File: src/rtl/mem_arb_pkg.sv
// Types for the I/D unified memory-port arbiter.
package mem_arb_pkg;
    typedef enum logic {ARB_IDLE, ARB_BUSY} arb_state_t;
    typedef enum logic {OWN_I, OWN_D} arb_owner_t;
endpackage

File: src/rtl/type_pkg.sv
// Shared core datatypes for addresses, data words and byte-lane enables.
package type_pkg;
    typedef logic [31:0] addr_t;
    typedef logic [31:0] data_t;
    typedef logic [3:0]  byte_en_t;
endpackage

File: src/rtl/mem_arbiter_rr_arb2.sv
// Two-way combinational pick: req[0]=I, req[1]=D, one-hot grant.
module rr_arb2 (
    input  logic [1:0] req,
    input  logic       last_grant,
    input  logic       fixed_prio,
    output logic [1:0] grant
);
    always_comb begin
        grant = 2'b00;
        unique case (req)
            2'b01:   grant = 2'b01;
            2'b10:   grant = 2'b10;
            // last_grant=0 means I went last, so D takes the tie
            2'b11:   grant = (fixed_prio || !last_grant) ? 2'b10 : 2'b01;
            default: grant = 2'b00;
        endcase
    end
endmodule

File: src/rtl/mem_arbiter.sv
// Shares one memory port between I-fetch and data requesters.
// Optional stall counters are enabled with `define MEM_ARB_PERF_EN.
module mem_arbiter
    import type_pkg::*;
    import mem_arb_pkg::*;
#(
    parameter int unsigned FIXED_D_PRIO = 0,
    parameter int unsigned PERF_CNT_W   = 32
) (
    input  logic     clk,
    input  logic     rst_n,
    input  logic     i_valid,
    input  addr_t    i_addr,
    output logic     i_ready,
    output data_t    i_rdata,
    input  logic     d_valid,
    input  addr_t    d_addr,
    input  data_t    d_wdata,
    input  byte_en_t d_byte_enable,
    output logic     d_ready,
    output data_t    d_rdata,
    output logic     mem_valid,
    output addr_t    mem_addr,
    output data_t    mem_wdata,
    output byte_en_t mem_byte_enable,
    input  logic     mem_ready,
    input  data_t    mem_rdata
`ifdef MEM_ARB_PERF_EN
    ,
    output logic [PERF_CNT_W-1:0] perf_i_stall_cnt,
    output logic [PERF_CNT_W-1:0] perf_d_stall_cnt
`endif
);
    arb_state_t state_q, state_d;
    arb_owner_t owner_q, owner_d;
    arb_owner_t last_q, last_d;
    addr_t      addr_q, addr_d;
    data_t      wdata_q, wdata_d;
    byte_en_t   be_q, be_d;
    logic [1:0] grant;

    rr_arb2 u_pick (
        .req        ({d_valid, i_valid}),
        .last_grant (last_q == OWN_D),
        .fixed_prio (FIXED_D_PRIO != 0),
        .grant      (grant)
    );

    always_ff @(posedge clk or negedge rst_n) begin
        if (!rst_n) begin
            state_q <= ARB_IDLE;
            owner_q <= OWN_I;
            last_q  <= OWN_D;
            addr_q  <= '0;
            wdata_q <= '0;
            be_q    <= '0;
        end else begin
            state_q <= state_d;
            owner_q <= owner_d;
            last_q  <= last_d;
            addr_q  <= addr_d;
            wdata_q <= wdata_d;
            be_q    <= be_d;
        end
    end

    always_comb begin
        state_d = state_q;
        owner_d = owner_q;
        last_d  = last_q;
        addr_d  = addr_q;
        wdata_d = wdata_q;
        be_d    = be_q;
        unique case (state_q)
            ARB_IDLE: begin
                if (grant[1]) begin
                    state_d = ARB_BUSY;
                    owner_d = OWN_D;
                    last_d  = OWN_D;
                    addr_d  = d_addr;
                    wdata_d = d_wdata;
                    be_d    = d_byte_enable;
                end else if (grant[0]) begin
                    state_d = ARB_BUSY;
                    owner_d = OWN_I;
                    last_d  = OWN_I;
                    addr_d  = i_addr;
                    wdata_d = '0;
                    be_d    = '0;
                end
            end
            ARB_BUSY: begin
                if (mem_ready) state_d = ARB_IDLE;
            end
            default: state_d = ARB_IDLE;
        endcase
    end

    always_comb begin
        mem_valid       = (state_q == ARB_BUSY);
        mem_addr        = addr_q;
        mem_wdata       = wdata_q;
        mem_byte_enable = be_q;
        i_ready         = mem_valid && mem_ready && (owner_q == OWN_I);
        d_ready         = mem_valid && mem_ready && (owner_q == OWN_D);
        i_rdata         = mem_rdata;
        d_rdata         = mem_rdata;
    end

`ifdef MEM_ARB_PERF_EN
    logic [PERF_CNT_W-1:0] pi_q, pd_q;
    logic                  i_stall, d_stall;

    assign i_stall = i_valid && mem_valid && (owner_q == OWN_D);
    assign d_stall = d_valid && mem_valid && (owner_q == OWN_I);

    // Counters stick at all-ones rather than wrapping
    always_ff @(posedge clk or negedge rst_n) begin
        if (!rst_n) begin
            pi_q <= '0;
            pd_q <= '0;
        end else begin
            if (i_stall && !(&pi_q)) pi_q <= pi_q + PERF_CNT_W'(1);
            if (d_stall && !(&pd_q)) pd_q <= pd_q + PERF_CNT_W'(1);
        end
    end

    assign perf_i_stall_cnt = pi_q;
    assign perf_d_stall_cnt = pd_q;
`endif
endmodule

File: config.mk
export PLATFORM = sky130hd
export DESIGN_NAME = mem_arbiter
export DESIGN_NICKNAME = d
export VERILOG_FILES = /design/src/rtl/mem_arb_pkg.sv /design/src/rtl/type_pkg.sv /design/src/rtl/mem_arbiter_rr_arb2.sv /design/src/rtl/mem_arbiter.sv
export SDC_FILE = /design/constraint.sdc
export NUM_CORES = 1
export LEC_CHECK = 0
export ABC_AREA = 1
export CORE_MARGIN = 2
export CORE_UTILIZATION = 32
export CTS_BUF_LIST = sky130_fd_sc_hd__clkbuf_8 sky130_fd_sc_hd__clkbuf_16
export CTS_CLUSTER_SIZE = 16
export DETAILED_ROUTE_END_ITERATION = 16
export PLACE_DENSITY = 0.77
export RECOVER_POWER = 25
export SETUP_SLACK_MARGIN = 0.2
export SLEW_MARGIN = 20
export SYNTH_ARGS = -nofsm -noshare
export SYNTH_HDL_FRONTEND = slang
export SYNTH_SLANG_ARGS = --single-unit
File: constraint.sdc
create_clock -name clk -period 1.2 [get_ports clk]
set_clock_uncertainty 0.2 [all_clocks]
set_input_delay 0.24 -clock clk [delete_from_list [all_inputs] [get_ports clk]]
set_output_delay 0.24 -clock clk [all_outputs]
set_load 0.02 [all_outputs]
[After elaboration in Yosys (flattened, before gate mapping)]
Index checks and enable logic that the tools add are counted.
Operators by class
  equality and inequality tests: 3
  muxes and demuxes: 14
  bitwise gates (word level): 2
  reduce and logical (&&, ||, !) cells: 5
Operators with widths (number)
  $mux 32: 4
  $mux 4: 2
  $pmux 2 s3: 1
  $mux 1: 5
  $eq 2x2->1 const B: 2
  $logic_and 1x1->1: 3
  $eq 2x1->1 const B: 1
  $mux 2: 1
  $not 1->1: 2
  $pmux 1 s2: 1
  $reduce_and 2->1: 1
  $reduce_bool 2->1: 1
Storage, ports and cells
  flip-flop bits (word level): 71
  input bits: 137
  output and inout bits: 135
  logic and storage cells: 30

[Depth between registers and ports, before layout]
  depth in word-level cells: 5
  mapped depth: 7

[By module]
A second synthesis with hierarchy kept.
Second synthesis, totals
  cells, all modules: 488
  area total of the unflattened synthesis: 3696.0 sq um
Modules (own cells, without submodules)
  mem_arbiter: times used 1, cells each 474, area each 3641.0 sq um
  rr_arb2: times used 1, cells each 14, area each 55.1 sq um

[Worst setup path before layout]
Ideal clock, no wire load.
  path type: register to output
  from: register state_q (netlist: mem_valid)
  to: output port d_ready
  arrival: 1.029 ns
  setup slack: -0.269 ns
  cell stages (with the launch flop): 3
  path buffers: 0
  cell sequence: dfrtp_1 > nand2_1 > nor2_1
Between the ends
  longest elaborated chain between the ends: 2
Ends and longest elaborated chain
  start: declaration: line mem_arbiter.sv:34  | arb_state_t state_q, state_d;
  start signal: assignment: line mem_arbiter.sv:58  | state_q <= state_d;
  $logic_and 1x1->1 (2 in a row): line mem_arbiter.sv:105  | d_ready = mem_valid && mem_ready && (owner_q == OWN_D);
  end: declaration: line mem_arbiter.sv:20  | output logic d_ready,
Every way passes these cells.

[Worst setup path after layout]
  from: register state_q (netlist: mem_valid)
  to: output port mem_valid
RTL lines
  end: declaration: line mem_arbiter.sv:22  | output logic mem_valid,
No word-level cell between the ends.

==> metrics.csv <==
stage;metric;value;unit
global_route;antenna_found_initial;0;
die;die_w;114;um
die;rows;40;
synth;synth_area;0.00384;mm2
synth;ys_warn_count;0;
global_route;grt_max_degree;38;
synth;ys_ff_latch;71;
critical_path;path_class;reg2out;
global_route;grt_use_total;16.8;%
synth;syn_avg_cell_area;7.59;um2
die;initial_utilization;32.4;%
sta;slew_headroom;74.9;%
power;powerDensity;2050;mW/mm2
global_route;grt_pass1_vias;3490;
die;fp.coreArea;0.0119;mm2
job;maxCapViolCount;0;
status;status;finished with violations;
cells_and_area;antenna_cells;0;
global_route;met1_usage;20.2;%
power;power.leakage;3.24;nW
cells_and_area;num-nets-final;780;
cells_and_area;multi_input_area;0.00120;mm2
cells_and_area;layout-drive-gt1-share;20.9;%
min_path;min_path_type;in2reg;
global_route;grt.met2_usage;28.1;%
synth;syn-num-nets;643;
clock_network;clkLatencyLatePin;320;ps
synth;synth.area.top_cells;dfrtp_1, nand2_1, buf_4;
global_route;grt_pass1_wl;17100;um
die;io_pins;272;
clock_network;cts_inserted_buffers;9;
status;violations;negative setup slack;
critical_path;crit_buf_inv;3;
sta;fin_crit;1560;ps
clock_network;cts_tree;yes;
routing;via_per_inst;4.32;
clock_network;cts_root_buf;clkbuf_16;
critical_path;start_kind;register;
sta;clock.fmax;640;MHz
placement;place_hpwl;7380;um
die;die_h;114;um
sta;hold_ws;117;ps
placement;placedCellCount;765;
global_route;use_met3;4.20;%
global_route;gr-total-overflow;0;
placement;place_ws;-711;ps
routing;ant_nets;0;
sta;maxSlewViolCount;0;
sta;fin_crit_sh;130;%
critical_path;cp.required;760;ps
synth;synth_cell_types;18;
routing;routedWlPerCell;13.6;um
critical_path;crit_fanout;3;
critical_path;critical_path.max_stage_delay;440;ps
sta;fin_ws;-363;ps
global_route;busiest_layer;met2;
synth;netlist_instances;506;
cells_and_area;fill_cells;1131;
routing;wl;10800;um
die;dieArea;0.0129;mm2
clock_network;h-tree-depth;3;
power;max-vdd-ir-drop;0.751;mV
clock_network;clockBufferDepth;2;
clock_network;clkTransAtPathRegs;60;ps
critical_path;cp-end-kind;primary output;
clock_network;numClockSinks;71;
sta;worst_pin_slew;376;ps
synth;ys_seq_area_share;46.3;%
critical_path;crit_chain;buf_4, buf_6, buf_6;
routing;first_pass_iters;4;
synth;synth_top_area_share;45.6;%
critical_path;crit_arrival;1120;ps
placement;place_area;0.00547;mm2
cells_and_area;register_area;0.00178;mm2
routing;vias;3428;
power;power;12.4;mW
placement;gp_congestion;0.767;
cells_and_area;postLayoutCellArea;0.00602;mm2
sta;rsz0062_at_grt;true;
routing;route.detailed.drc;0;
cells_and_area;area.growth.synth_to_final;56.7;%
sta;hold_violations;0;
critical_path;crit_family;flip-flops;
routing;drt-initial-drc-count;188;
critical_path;cp_common_cell;buf_6;
cells_and_area;final_cells;794;
critical_path;crit_path_top_delay_cell;dfrtp_2;
synth;synth_area_leader_cell;dfrtp_1;
sta;setup_viol;142;
placement;io_buffers;175;
## logic make-up after synthesis
family,synth area share [%]
flops,46.3
compound gates,0.261
simple gates,30.2
buf+inv,23.2
## worst register-to-register path: stages (launching register included)
cell and delay [ps]:
dfrtp_2 440, buf_4 150, buf_6 130, nor2_4 140, inv_4 80, buf_12 170, nand2_1 70, nand2_1 60
## final cells by class
class | instances | area share, %
clock buffers | 9 | 3.74
clock inverters | 6 | 1.43
inverters | 68 | 4.28
multi-input cells | 280 | 20.0
flip-flops and latches | 71 | 29.6
well taps | 147 | 3.06
repair buffers | 213 | 38.0
## registers in the layout (all words and copies together), names as in the netlist
register         flops
mem_byte_enable      4
owner_q              1
mem_wdata           32
last_q               1
mem_addr            32
mem_valid            1
## path summary, 6_finish.rpt
| check | from | to | slack (ps) | depth (start not counted) |
|---|---|---|---|---|
| worst max-delay path | mem_valid | mem_valid | -360 | 3 |
| worst min-delay path | mem_ready | mem_valid | 120 | 2 |
| worst max register to register | mem_valid | mem_wdata[20] | -340 | 7 |
| worst min register to register | last_q | last_q | 280 | 2 |
| max in group asynchronous | rst_n | last_q | 100 | 3 |
| min in group asynchronous | rst_n | mem_wdata[11] | 170 | 2 |
## Yosys cell counts
library cell,number
buf_1,3
buf_2,9
buf_4,65
buf_6,7
clkbuf_1,3
dfrtp_1,70
dfstp_2,1
inv_1,67
inv_4,1
nand2_1,207
nand2_2,1
nand2_4,1
nand3_1,64
nor2_1,2
nor2_2,1
nor2_4,1
nor2_8,1
o21ai_0,2
## stage by stage
step,utilization (%),setup TNS (ps)
6_report,50.7,-28820
5_1_grt,50.7,-35230
4_1_cts,50.1,-28860
3_5_place_dp,46.1,-48920
3_3_place_gp,46.1,-48390
2_1_floorplan,-,-6880
## placed cells by master, fill, tap and decap left out, types with 2 or more instances in the layout
master | Yosys | final
nand2_1 | 207 | 206
bufinv_16 | 0 | 2
nand3_1 | 64 | 64
o21ai_1 | 0 | 2
buf_12 | 0 | 11
buf_6 | 7 | 73
clkdlybuf4s50_1 | 0 | 102
clkbuf_16 | 0 | 10
clkinv_2 | 0 | 2
dfrtp_1 | 70 | 69
buf_4 | 65 | 23
inv_1 | 67 | 67
nand2_4 | 1 | 2
nor2_4 | 1 | 2
nor2_2 | 1 | 2
## metal layers
layer,up-vias,wire [um]
met4,0,343
met2,135,5100
met3,34,786
li1,1714,-
met1,1545,4530
met5,-,0
## power by group
group / switching, mW / internal [mW] / total (mW) / leakage (nW)
logic: 2.76 / 2.90 / 5.65 / 2.21
clock network: 1.01 / 1.80 / 2.82 / 0.151
registers: 0.635 / 3.26 / 3.89 / 0.888
## what timing repair did
action	CTS	global route
pin swaps	1	1
buffers inserted	5	7
hold endpoints to repair	71	0
endpoints found under the setup margin	142	152
resized for setup	418	2
hold buffers	1	0
gates cloned	0	1
No activity file was read; power rests on OpenSTA's default activity.
